$ cat config.mk
export PLATFORM = sky130hd
export DESIGN_NAME = uart_transmitter_controller
export DESIGN_NICKNAME = d
export VERILOG_FILES = /design/src/rtl/uart_transmitter_controller.sv
export SDC_FILE = /design/constraint.sdc
export NUM_CORES = 1
export LEC_CHECK = 0
export ABC_AREA = 1
export CORE_UTILIZATION = 50
export DETAILED_ROUTE_END_ITERATION = 8
export PLACE_DENSITY = 0.81
export SETUP_SLACK_MARGIN = 0.2
export SYNTH_ARGS = -nofsm -noshare
export SYNTH_HDL_FRONTEND = slang
export SYNTH_SLANG_ARGS = --single-unit
$ cat constraint.sdc
create_clock -name clk -period 1.98 [get_ports clk]
set_clock_uncertainty 0.05 [all_clocks]
set_input_delay 0.198 -clock clk [delete_from_list [all_inputs] [get_ports clk]]
set_output_delay 0.198 -clock clk [all_outputs]
set_load 0.02 [all_outputs]
$ cat src/rtl/uart_transmitter_controller.sv
// UART transmitter controller: return path from register file / ALU into
// the TX async FIFO, one byte per write, ALU results sent LSB first.
module uart_transmitter_controller #(
   parameter int DATA_WIDTH       = 8,
   parameter int ALU_RESULT_WIDTH = 16
) (
   input  logic                        clk,
   input  logic                        reset,
   input  logic                        enable,
   input  logic [DATA_WIDTH-1:0]       read_data,
   input  logic                        read_data_valid,
   input  logic [ALU_RESULT_WIDTH-1:0] ALU_result,
   input  logic                        ALU_result_valid,
   input  logic                        FIFO_full,
   output logic [DATA_WIDTH-1:0]       FIFO_write_data,
   output logic                        FIFO_write_enable,
   output logic                        busy
);

   typedef enum logic [1:0] {
      IDLE,
      SEND_READ,
      SEND_ALU_LOW,
      SEND_ALU_HIGH
   } state_t;

   state_t state;
   state_t next_state;

   logic [DATA_WIDTH-1:0]       read_hold;
   logic [ALU_RESULT_WIDTH-1:0] alu_hold;
   logic [DATA_WIDTH-1:0]       last_byte;
   logic [DATA_WIDTH-1:0]       cur_byte;
   logic                        alu_pending;
   logic                        capture_read;
   logic                        capture_alu;
   logic                        advance;

   assign capture_read = (state == IDLE) && enable && read_data_valid;
   assign capture_alu  = (state == IDLE) && enable && ALU_result_valid;
   assign advance      = FIFO_write_enable;

   // State register
   always_ff @(posedge clk) begin
      if (reset) begin
         state <= IDLE;
         busy  <= 1'b0;
      end else begin
         state <= next_state;
         busy  <= (next_state != IDLE);
      end
   end

   // Next-state logic
   always_comb begin
      next_state = state;
      unique case (state)
         IDLE: begin
            if (capture_read)
               next_state = SEND_READ;
            else if (capture_alu)
               next_state = SEND_ALU_LOW;
         end
         SEND_READ: begin
            if (advance)
               next_state = alu_pending ? SEND_ALU_LOW : IDLE;
         end
         SEND_ALU_LOW: begin
            if (advance)
               next_state = SEND_ALU_HIGH;
         end
         SEND_ALU_HIGH: begin
            if (advance)
               next_state = IDLE;
         end
         default: next_state = IDLE;
      endcase
   end

   // Output logic; IDLE replays the last byte so the data bus stays quiet
   always_comb begin
      cur_byte = last_byte;
      unique case (state)
         IDLE:          cur_byte = last_byte;
         SEND_READ:     cur_byte = read_hold;
         SEND_ALU_LOW:  cur_byte = alu_hold[DATA_WIDTH-1:0];
         SEND_ALU_HIGH: cur_byte = alu_hold[2*DATA_WIDTH-1:DATA_WIDTH];
         default:       cur_byte = last_byte;
      endcase
      FIFO_write_data   = cur_byte;
      FIFO_write_enable = (state != IDLE) && !FIFO_full;
   end

   // Holding registers and pending flag
   always_ff @(posedge clk) begin
      if (reset) begin
         read_hold   <= '0;
         alu_hold    <= '0;
         last_byte   <= '0;
         alu_pending <= 1'b0;
      end else begin
         if (capture_read)
            read_hold <= read_data;
         if (capture_alu)
            alu_hold <= ALU_result;
         if (state != IDLE)
            last_byte <= cur_byte;
         if (capture_read && capture_alu)
            alu_pending <= 1'b1;
         else if (state == SEND_READ && advance)
            alu_pending <= 1'b0;
      end
   end

endmodule

; ---- Yosys cells after proc, flatten, opt, wreduce, memory -nomap -nowiden
; Cells that the tools add are included.
; W data, S select, Z words.
[totals]
regBits = 36
inputBits = 30
output_inout_bits = 10
elab_cells = 30
[op_classes]
eq_ne = 3
n_mux = 10
reduce_logical = 11
[op_table]
columns = op, count
row1 = $pmux W8 S4, 1
row2 = $mux W2, 6
row3 = $pmux W2 S4, 1
row4 = $logic_and A1 B1 Y1, 6
row5 = $reduce_bool A2 Y1, 3
row6 = $eq A2 B2 Y1 const B, 2
row7 = $eq A2 B1 Y1 const B, 1
row8 = $logic_not A2 Y1, 1
row9 = $mux W1, 2
row10 = $logic_not A1 Y1, 1

; ---- Logic depth before layout (Yosys ltp)
; Gate-level depths: netlist (run 1).
[depth]
word_depth = 7
mapped_depth = 6
mapped_depth_nobuf = 6

; ---- Worst setup path after synthesis (run 1)
; No wires, ideal clock.
[synth_timing]
kind = reg2out
startpoint = reg state[0]
endpoint = out FIFO_write_data[1]
arrival_ns = 1.023
t_required_ns = 1.732
slack_ns = 0.709
stages_incl_launch_ff = 7
path_buffers = 0
path_cell_list = dfxtp_1 > inv_1 > nor2_2 > nand2_1 > nand3_1 > nor2_1 > inv_1
[synth_between]
elab_chain_len = 2
word_cells_on_any_way = 5
[synth_lines]
columns = element, line
row1 = "start, declared", 27  ; state_t state;
row2 = "start signal, assigned", 49  ; state <= next_state;
row3 = "$eq A2 B2 Y1, or another cell as far along", 83  ; unique case (state)
row4 = $pmux W8 S4 (*), 83
row5 = "end, declared", 15  ; output logic [DATA_WIDTH-1:0] FIFO_write_data,
; Mark *: on every way between the ends. The rest lies on a longest branch, timed or not.

; ---- Worst setup path in the final report (run 1)
[layout_timing]
startpoint = reg state[0]
endpoint = out FIFO_write_data[3]
; Same word-level chain as after synthesis.

==> results of run 1 <==
[cells by family after synthesis]
family / Yosys count / share of synthesized area (%)
compound gates: 29 / 9.21
buf+inv: 38 / 10.8
flops: 36 / 45.8
simple gates: 119 / 34.2
[metrics by stage]
stage	util (%)	cell area [sq um]	instances
after floorplan	-	1580	222
after global placement	67.1	2030	303
after detailed placement	67.1	2030	303
after CTS	71.2	2150	319
after global routing	72.9	2210	321
final	72.9	2210	321
[worst reg2reg max path: cells and delay by family, from the launching register on]
kind            cells  cell delay (ns)
buf+inv             2             0.52
flops               1             0.39
simple gates        3             0.40
compound gates      1             0.05
[final timing paths]
check | endpoint | depth (start not counted) | slack [ns]
setup / recovery | FIFO_write_data[3] | 8 | 0.24
hold / removal | alu_hold[13]$_SDFFE_PP0P_ | 3 | 0.38
setup reg to reg | alu_hold[8]$_SDFFE_PP0P_ | 6 | 0.45
hold reg to reg | alu_hold[11]$_SDFFE_PP0P_ | 2 | 0.42
[power by group through the flow]
stage                     Combinational (mW)  Clock, mW  Sequential, mW
after CTS                              0.281      0.434           0.778
after floorplan                        0.150          0           0.792
after global routing                   0.320      0.474           0.785
after global placement                 0.265          0           0.794
final                                  0.292      0.431           0.781
after detailed placement               0.268          0           0.794
[sequential cells by signal (all words and copies together), names as in the netlist]
name / count
state: 2
alu_pending: 1
last_byte: 8
read_hold: 8
alu_hold: 16
busy: 1
[per-layer routing]
metal	vias to the layer above	wire (microns)	global-route usage (%)
met5	-	0	0
met3	8	265	3.79
li1	839	-	-
met1	735	1800	36.1
met4	0	61	14.3
met2	66	1920	39.9
[placed cells by master, fill, tap and decap left out, drive strengths merged]
cell type      synthesis  layout
nand2                 55      55
nand3                 12      12
buf                    8      30
nand4                 26      26
a21oi                 25      25
nor2                  26      26
clkbuf                 6       8
dfxtp                 36      36
inv                   24      24
o21ai                  4       4
dlygate4sd2            0       1
clkdlybuf4s50          0      30
[cell type report]
cell class,count,area (sq um)
repair buffers,62,536
inverters,24,92.6
multi-input cells,148,729
clock buffers,7,65.1
flip-flops and latches,36,728
fillers,252,822
well taps,44,55.1
[what timing repair did]
item	CTS	global route
setup endpoints to repair	9	8
setup buffers	9	2
gates resized for setup	38	23
hold endpoints to repair	0	0
pin swaps	4	6
==> impl_metrics.toml, run 1 <==
[global_routing]
grt.total_usage_pct = 26.3
antenna_found_initial = 0
grt_max_degree = 29
grt_first_pass_wirelength_mm = 6.72
grt_overflow_total = 0
first_global_vias = 1464

[drt]
vias = 1648
drt_iter0_drc = 73
routed_wl_mm = 4.05
viasPerCell = 5.13
drcViolationCount = 0
drtAntennaViolNets = 0
wire_per_inst_microns = 12.6
dr.pass1.iters = 4

[setup_path]
reg2reg_from = "state[1]$_SDFF_PP0_"
critical_path.max_stage_delay_ns = 0.41
required_ns = 1.73
cp_slowest_cell = "dfxtp_4"
end_kind = "output port"
crit_path_start = "state[0]$_SDFF_PP0_"
crit_family = "flip-flops"
critPathKind = "reg2out"
cp-start-kind = "flop"
arrival_ns = 1.49
crit_buf_inv = 4
worstPathMaxFanout = 5
path_cells = "inv_4 > nor2_4 > buf_4 > nand2_1 > nand3_2 > nor2_4 > inv_1 > buf_4"

[pwr]
switching_power_mw = 0.406
pwr_density_cell_nw_per_um2 = 682
clockPowerShare_pct = 28.7
p_leak_nw = 0.974
pwr-share-comb_pct = 19.4
power_frac_seq_pct = 51.9
ir_drop_mv = 0.442
p_total_mw = 1.50
swShare_pct = 27.0
intPower_mw = 1.10

[yosys]
avgSynthCellArea_sq_um = 7.10
synthCells = 222
synth_top_cell_by_area = "dfxtp_1"
synth.most_common_cell = "nand2_1"
yosys.area.top_type_share_pct = 45.8
ys_top_cells_by_count = "nand2_1, dfxtp_1, nand4_1, a21oi_1, inv_1"
yosys_warnings = 0
yosys-top-cells-area = "dfxtp_1, nand2_1, nand4_1"
synth_seq_area_share_pct = 45.8
async_flop_share_pct = 0
synth_edf_count = 0
synth_seq_cells = 36
synth_cell_types = 14
ys.flop_type = "dfxtp_1"
syn_nets = 252
synthesis.area_sq_um = 1580

[cts]
cts_hold_buf = 0
clockBufferDepth = 2
clock-root-buffer = "clkbuf_4"
htreeDepth = 2
tritoncts = "yes"
clkLatencyLatePin_ns = 0.33
clock-sinks = 36
cts_buffers = 5
path_clk_slew_ns = 0.11

[timing]
fin_crit_sh_pct = 87.7
finalSetupViolCount = 0
fin_setup_tns_ns = 0
hold_slack_ns = 0.378
layout_setup_ws_ns = 0.243
clock.fmax_mhz = 576
max_slew_margin_pct = 78.5
fin_crit_ns = 1.74
tightest_slew_ns = 0.321
final-hold-violation-count = 0
rsz0062_at_grt = "yes"
final_max_slew_viol_count = 0

[placement]
gp_congestion = 0.826
dp_hpwl_mm = 2.66
pre_cts_ws_ns = 0.0215
io_buffers = 39

[min_path]
hold_start = "ALU_result[13]"
hold_path_class = "in2reg"

[cells_and_area]
drive_above_1_share_pct = 20.9
antenna_cells = 0
fin_nets = 307
syn2layout_area_growth_pct = 40.0

[floorplanning]
io_pins = 40
coreArea_sq_um = 3030
die_w_microns = 58.1
dieArea_sq_um = 3380
row_count = 20
initial_core_util_pct = 52.0
die_h_microns = 58.1

[job]
maxCapViolCount = 0

[run_status]
outcome = "complete, no violations"
No activity file was read; power rests on OpenSTA's default activity.
==> inputs of run 2 (changes only) <==
--- a/config.mk
+++ b/config.mk
@@ -6,6 +6,7 @@
 export NUM_CORES = 1
 export LEC_CHECK = 0
 export ABC_AREA = 1
+export CAP_MARGIN = 20
 export CORE_UTILIZATION = 50
 export DETAILED_ROUTE_END_ITERATION = 8
 export PLACE_DENSITY = 0.81
==> results of run 2 <==
Same layout as run 1: the final DEF is identical, and so are final timing and power.
